--- src/rtl/i2s_tx_pkg.sv ---
// i2s_tx_pkg
//   Shared constants and types for the I2S transmit path.
//   slot_width : bits per channel slot (samples are MSB-justified in it)
//   frame_bits : bits per stereo frame (left slot followed by right slot)
//   bit_idx_t  : position of the current bit within a frame
//   frame_pack : joins two justified slots into one frame word, left first

package i2s_tx_pkg;

    localparam int slot_width = 32;
    localparam int frame_bits = 64;
    localparam int bit_idx_w  = 6;

    typedef logic [bit_idx_w-1:0]  bit_idx_t;
    typedef logic [slot_width-1:0] slot_t;
    typedef logic [frame_bits-1:0] frame_t;

    // Last bit position of a frame; the next fall event starts a new frame.
    localparam bit_idx_t last_bit_idx = bit_idx_t'(frame_bits - 1);

    function automatic frame_t frame_pack(input slot_t left_slot, input slot_t right_slot);
        return {left_slot, right_slot};
    endfunction

endpackage

--- src/rtl/i2s_sclk_gen.sv ---
// i2s_sclk_gen
//   Divides clk_i down to the I2S bit clock.
//   clk_i    : main clock
//   reset_i  : asynchronous, active-high reset
//   sclk_o   : registered bit clock, high for the second half of each period
//   fall_o   : high in the clk_i cycle that ends with the divider wrapping to 0;
//              the edge closing that cycle is the sclk falling edge, and the
//              serializer updates all of its serial state on that edge

module i2s_sclk_gen #(
    parameter int sclk_half_p = 4
) (
    input  logic clk_i,
    input  logic reset_i,
    output logic sclk_o,
    output logic fall_o
);

    localparam int cnt_w = (2 * sclk_half_p > 2) ? $clog2(2 * sclk_half_p) : 1;
    localparam logic [cnt_w-1:0] div_last = cnt_w'(2 * sclk_half_p - 1);
    localparam logic [cnt_w-1:0] div_half = cnt_w'(sclk_half_p);

    logic [cnt_w-1:0] div_cnt;
    logic [cnt_w-1:0] div_nxt;

    always_comb begin
        div_nxt = div_cnt + 1'b1;
        if (div_cnt == div_last) begin
            div_nxt = '0;
        end
    end

    // sclk is derived from the next count so the flop output tracks
    // div_cnt >= sclk_half_p exactly, with no combinational path to the pin.
    always_ff @(posedge clk_i or posedge reset_i) begin
        if (reset_i) begin
            div_cnt <= '0;
            sclk_o  <= 1'b0;
        end else begin
            div_cnt <= div_nxt;
            sclk_o  <= (div_nxt >= div_half);
        end
    end

    assign fall_o = (div_cnt == div_last);

endmodule

--- src/rtl/i2s_tx_serializer.sv ---
// i2s_tx_serializer
//   Accepts stereo sample pairs on a valid/ready interface and drives an I2S
//   DAC directly. One sample pair is buffered; each 64-bit frame loads the
//   buffer into the shift register, or silence if the buffer is empty.
//   clk_i        : main clock
//   reset_i      : asynchronous, active-high reset
//   data_left_i  : left-channel sample (width_p bits)
//   data_right_i : right-channel sample (width_p bits)
//   valid_i      : sample pair valid
//   ready_o      : buffer can accept a sample pair
//   sclk_o       : I2S bit clock, clk_i / (2*sclk_half_p)
//   lrck_o       : word select, 0 = left, 1 = right
//   sdout_o      : I2S serial data, MSB first, one sclk after lrck changes
//   underrun_o   : one-cycle pulse when a frame loads with no buffered sample

module i2s_tx_serializer
    import i2s_tx_pkg::*;
#(
    parameter int width_p     = 24,
    parameter int sclk_half_p = 4
) (
    input  logic               clk_i,
    input  logic               reset_i,
    input  logic [width_p-1:0] data_left_i,
    input  logic [width_p-1:0] data_right_i,
    input  logic               valid_i,
    output logic               ready_o,
    output logic               sclk_o,
    output logic               lrck_o,
    output logic               sdout_o,
    output logic               underrun_o
);

    logic               fall;
    logic               load;
    logic               accept;
    bit_idx_t           bit_idx;
    bit_idx_t           bit_idx_nxt;
    logic               buf_full;
    logic [width_p-1:0] buf_left;
    logic [width_p-1:0] buf_right;
    frame_t             sr;

    // Places a sample at the top of its slot; the low bits become zero padding.
    function automatic slot_t justify(input logic [width_p-1:0] sample);
        slot_t wide;
        wide = slot_t'(sample);
        return wide << (slot_width - width_p);
    endfunction

    i2s_sclk_gen #(
        .sclk_half_p (sclk_half_p)
    ) u_sclk_gen (
        .clk_i   (clk_i),
        .reset_i (reset_i),
        .sclk_o  (sclk_o),
        .fall_o  (fall)
    );

    assign bit_idx_nxt = bit_idx + 1'b1;
    assign load        = fall && (bit_idx == last_bit_idx);
    assign ready_o     = ~buf_full;
    assign accept      = valid_i && !buf_full;

    // ---- sample buffer ----
    // A load drains a full buffer; an accept can only happen when it is empty,
    // so the two never collide. An accept coinciding with a load of an empty
    // buffer fills the buffer for the following frame (no bypass).
    always_ff @(posedge clk_i or posedge reset_i) begin
        if (reset_i) begin
            buf_full <= 1'b0;
        end else if (load && buf_full) begin
            buf_full <= 1'b0;
        end else if (accept) begin
            buf_full <= 1'b1;
        end
    end

    always_ff @(posedge clk_i) begin
        if (accept) begin
            buf_left  <= data_left_i;
            buf_right <= data_right_i;
        end
    end

    // ---- frame shifter ----
    // sdout_o always takes the pre-shift MSB, which delays data by one sclk
    // against lrck_o: the last right-slot bit goes out while lrck_o is already
    // low, and the left MSB follows at bit_idx 1.
    always_ff @(posedge clk_i or posedge reset_i) begin
        if (reset_i) begin
            bit_idx    <= last_bit_idx;
            lrck_o     <= 1'b1;
            sdout_o    <= 1'b0;
            sr         <= '0;
            underrun_o <= 1'b0;
        end else begin
            underrun_o <= 1'b0;
            if (fall) begin
                bit_idx <= bit_idx_nxt;
                lrck_o  <= bit_idx_nxt[bit_idx_w-1];
                sdout_o <= sr[frame_bits-1];
                if (load) begin
                    if (buf_full) begin
                        sr <= frame_pack(justify(buf_left), justify(buf_right));
                    end else begin
                        sr         <= '0;
                        underrun_o <= 1'b1;
                    end
                end else begin
                    sr <= {sr[frame_bits-2:0], 1'b0};
                end
            end
        end
    end

endmodule

--- config.mk ---
export PLATFORM = sky130hd
export DESIGN_NAME = i2s_tx_serializer
export DESIGN_NICKNAME = d
export VERILOG_FILES = /design/src/rtl/i2s_tx_pkg.sv /design/src/rtl/i2s_sclk_gen.sv /design/src/rtl/i2s_tx_serializer.sv
export SDC_FILE = /design/constraint.sdc
export NUM_CORES = 1
export LEC_CHECK = 0
export BUFFER_PORTS_ARGS = -buffer_cell sky130_fd_sc_hd__buf_2
export CAP_MARGIN = 10
export CORE_MARGIN = 2
export CORE_UTILIZATION = 40
export CTS_CLUSTER_SIZE = 10
export DETAILED_ROUTE_END_ITERATION = 16
export PLACE_DENSITY = 0.59
export SLEW_MARGIN = 10
export SYNTH_ARGS = -nofsm -noshare
export SYNTH_HDL_FRONTEND = slang
export SYNTH_SLANG_ARGS = --single-unit
--- constraint.sdc ---
create_clock -name clk_i -period 6.2 [get_ports clk_i]
set_input_delay 0.31 -clock clk_i [delete_from_list [all_inputs] [get_ports clk_i]]
set_output_delay 0.31 -clock clk_i [all_outputs]
set_load 0.02 [all_outputs]
Word level (Yosys, flattened, before mapping)
Cells that the tools add are included. Widths: inputs -> output; s select.

Add/sub/neg operators: 2. $lt $le $gt $ge: 1. Eq/ne operators: 2. Mux-type cells: 8. Bitwise gates (word level): 1. Reduce and logical (&&, ||, !) cells: 5.

Operators with widths (number): $mux 64 (2); $add 6x1->6 const B (1); $eq 6x6->1 const B (1); $mux 1 (5); $add 3x1->3 const B (1); $eq 3x3->1 const B (1); $ge 3x3->1 const B (1); $logic_and 1x1->1 (3); $mux 3 (1); $reduce_bool 2->1 (1); $logic_not 1->1 (1); $not 1->1 (1).

Register bits: 126. Bits of input ports: 51. Output and inout bits: 5. Word-level logic and storage cells: 29.

Longest topological paths before layout
Depth after elaboration: 4. Depth in mapped cells: 7. Depth with buffers taken out: 5.

Hierarchy
Synthesis repeated with hierarchy kept, for this count alone.

Cells, all modules: 387. Area total of the unflattened synthesis: 4690.7 um2.

Modules (own cells, without submodules): i2s_tx_serializer (times used 1, cells each 379, area an instance 4576.9 um2, seq. area each 3075.4 um2); i2s_sclk_gen (times used 1, cells each 8, area an instance 113.9 um2, seq. area each 75.1 um2).

Worst setup path after synthesis
No wires, ideal clock.

Path type: register -> register. Start: register buf_full. End: register buf_left[0] (enable). Library setup time: 0.460 ns. Data arrival time: 2.590 ns. Required time: 5.740 ns. Slack: 3.150 ns. Stages on the path, launching flop included: 2. Path buffers: 0. Period minus slack after synthesis: 3.050 ns. Cells stage by stage: dfrtp_1 nor2b_1.

Cells in the longest elaborated chain, start to end: 2.

Ends and longest elaborated chain: start: declaration (line i2s_tx_serializer.sv:39) `logic buf_full;`; start signal: assignment (line i2s_tx_serializer.sv:71) `buf_full <= 1'b0;`; start signal: assignment (line i2s_tx_serializer.sv:73) `buf_full <= 1'b0;`; start signal: assignment (line i2s_tx_serializer.sv:75) `buf_full <= 1'b1;`; $logic_not 1->1 (line i2s_tx_serializer.sv:63) `assign accept = valid_i && !buf_full;`; $logic_and 1x1->1 (line i2s_tx_serializer.sv:63); via accept (line i2s_tx_serializer.sv:36) `logic accept;`; end signal: assignment (line i2s_tx_serializer.sv:81) `buf_left <= data_left_i;`; end: declaration (line i2s_tx_serializer.sv:40) `logic [width_p-1:0] buf_left;`.

The timed path passes the listed nets, and every way through them passes these cells. A chain may end at the register's enable or synchronous reset.

==> flow_summary.yaml <==
logic_synthesis:
  ys_seq_area_share_pct: 65.73
  synth-seq-cells: 116
  netlist_area_um2: 4793
  synth-edff-count: 48
  synth_warnings: 0
  async_flop_share_pct: 58.62
  ys.flop_type: "dfrtp_1"
  syn_inst: 385
  synth_top_area_cell: "dfrtp_1"
  synth.area.top_cells: "dfrtp_1 32%, edfxtp_1 30%, a31oi_1 6.1%"
  yosysTopAreaCellShare_pct: 32.37
  postSynthAreaPerCell_um2: 12.45
  ys_types: 32
  syn_nets: 439
route:
  vias: 3167
  ant_nets: 0
  drc: 0
  firstDrtPassIters: 5
  wl_mm: 9.188
  wl_per_cell_um: 15.79
  vias_per_cell: 5.442
  dr.first_iter.drc_count: 224
timing:
  finalSetupViolations: 0
  max_freq_mhz: 368.7
  grt_setup_unrepaired: "false"
  period_needed_ns: 2.712
  slew_violations: 0
  relSlewSlack_pct: 30.61
  setup_ws_ns: 3.488
  hold_violations: 0
  skew_ns: 0.007891
  fin_crit_sh_pct: 43.74
  finalSetupTns_ns: 0
  tightest_slew_ns: 1.041
global_routing:
  grt_pass1_vias: 3134
  antenna_found_initial: 0
  grt_max_degree: 112
  track_usage_pct: 15.45
  grt_pass1_wl_mm: 15.66
  overflow: 0
setup_path:
  path_cells: "nand2_2 > or3_1 > a31oi_1"
  r2r_cells: 3
  required_ns: 6.52
  reg2reg_slack_ns: 3.49
  cp_top_family: "simple AND/OR/NAND/NOR gates"
  cp_slowest_cell: "dfstp_2"
  crit_end: "sr[61]$_DFFE_PP0P_"
  r2r-start: "lrck_o$_DFFE_PP1P_"
  crit_fanout: 50
  path_buf_inv: 0
  cp-start-kind: "register"
  critPathLaunch: "lrck_o$_DFFE_PP1P_"
  arrival_ns: 3.03
  path_class: "reg -> reg"
  max_stage_delay_ns: 1.17
  end_kind: "register"
  path_depth: 3
  worstReg2RegEnd: "sr[61]$_DFFE_PP0P_"
place:
  pre_cts_ws_ns: 3.518
  portBuffers: 55
  dp_hpwl_mm: 4.854
  placedCellCount: 550
  gp_congestion: 0.7061
die:
  fp.dieArea_um2: 12880
  start_util_pct: 41.45
  die_width_um: 113.5
  chipHeight_um: 113.5
  num_rows: 39
  io_pins: 56
  core_area_um2: 11560
clock_tree:
  clkTransAtPathRegs_ns: 0.05
  cts_tree: "done"
  clock_latency_ns: 0.40
  cts_max_path_buffers: 2
  postCtsSetupBuffers: 0
  ctsResizeCount: 0
  numCtsBuffers: 17
  ctsHoldBuffers: 0
  h-tree-depth: 4
  numClockSinks: 116
  cts_root_buf: "clkbuf_16"
power:
  ir_drop_mv: 0.1634
  report.power.total_mw: 1.885
  leakage_nw: 2.191
  power.density_nw_per_um2: 335.7
flow_run:
  drv_cap: 0
cells_and_area:
  fin_cells: 582
  drive_above_1_share_pct: 23.69
  synthToLayoutAreaGrowth_pct: 17.12
  fin_nets: 480
  fin_util_pct: 48.54
  antenna_cells: 0
hold_path:
  hp-class: "in -> reg"
outcome:
  status: "complete, no violations"
==> worst register-to-register path, cell delays in order, from the launching register on <==
cell and delay (ns):
dfstp_2 1.17, nand2_2 0.72, or3_1 0.59, a31oi_1 0.16
==> cell type report <==
cell class                      count  area [um^2]
Clock buffer                       22        464.2
Clock inverter                     10        177.7
Fill cell                        1029         5951
Inverter                            3        11.26
Multi-Input combinational cell    229         1326
Sequential cell                   116         3151
Tap cell                          143        178.9
Timing Repair Buffer               59        305.3
==> cell usage after synthesis (2+ instances only) <==
cell / count
a31oi_1: 47
buf_12: 5
buf_2: 3
buf_4: 3
buf_6: 9
clkbuf_1: 14
clkbuf_8: 2
dfrtp_1: 62
dfstp_2: 6
edfxtp_1: 48
ha_1: 3
inv_1: 2
mux2_2: 2
nand2_1: 11
nand4_1: 47
nor2_1: 49
o21ai_0: 47
o2bb2ai_1: 8
xnor2_1: 3
xor2_1: 2
==> layer usage <==
metal  share of wire [%]  vias up  GRT usage [%]
met5                   0        -              0
met4                0.69        0          5.122
met3                 4.5        5          4.888
met2                  47       74          23.47
met1                  48     1558          21.22
li1                    -     1530              -
==> kinds of logic (layout without fill, tap and decap cells) <==
family	count (synthesis)	count (layout)	share of synthesized area, %
flops	116	116	65.73
simple gates	115	115	12.19
compound gates	104	104	12.87
buf+inv	40	94	7.048
xor+xnor	5	5	0.9138
fa+ha+maj	3	3	0.7832
mux	2	2	0.4698
==> registers in the layout, indices dropped and copies added (netlist names) <==
name / flops
sr: 56
buf_left: 24
buf_right: 24
bit_idx: 5
u_sclk_gen.div_cnt: 3
buf_full: 1
lrck_o: 1
sdout_o: 1
underrun_o: 1
==> worst min path at each step <==
stage               cells after the start                       startpoint                         endpoint
global placement                        1  u_sclk_gen.div_cnt[0]$_DFF_PP0_  u_sclk_gen.div_cnt[0]$_DFF_PP0_
detailed placement                      1  u_sclk_gen.div_cnt[0]$_DFF_PP0_  u_sclk_gen.div_cnt[0]$_DFF_PP0_
CTS                                     1                   data_left_i[9]            buf_left[9]$_DFFE_PP_
floorplan                               1  u_sclk_gen.div_cnt[0]$_DFF_PP0_  u_sclk_gen.div_cnt[0]$_DFF_PP0_
global route                            1                 data_right_i[10]          buf_right[10]$_DFFE_PP_
finish                                  1                   data_left_i[9]            buf_left[9]$_DFFE_PP_
==> where the power goes <==
group          leakage [nW]  internal, mW  switching, mW  total, mW
clock                 0.314         0.731          0.327       1.06
combinational         0.526        0.0115         0.0127     0.0241
sequential             1.35         0.802              0      0.802
==> metrics by stage <==
step	hold WS, ns	area [um^2]
6_report	0.07754	5614
5_1_grt	0.05776	5614
4_1_cts	0.06395	5614
3_5_place_dp	0.4352	4972
3_3_place_gp	0.4150	4972
2_1_floorplan	0.4031	4793
==> cells in the final DEF, fill, tap and decap left out, types with 3 or more instances in the layout <==
| cell | instances |
|---|---|
| a31oi_1 | 47 |
| buf_2 | 55 |
| buf_4 | 4 |
| bufinv_16 | 5 |
| clkbuf_1 | 3 |
| clkbuf_16 | 17 |
| clkinv_2 | 4 |
| dfrtp_1 | 62 |
| dfstp_2 | 6 |
| edfxtp_1 | 48 |
| nand2_1 | 11 |
| nand4_1 | 47 |
| nor2_1 | 49 |
| o21ai_0 | 47 |
| o2bb2ai_1 | 8 |
| xnor2_1 | 3 |
Power figures use the tool's default switching activity.
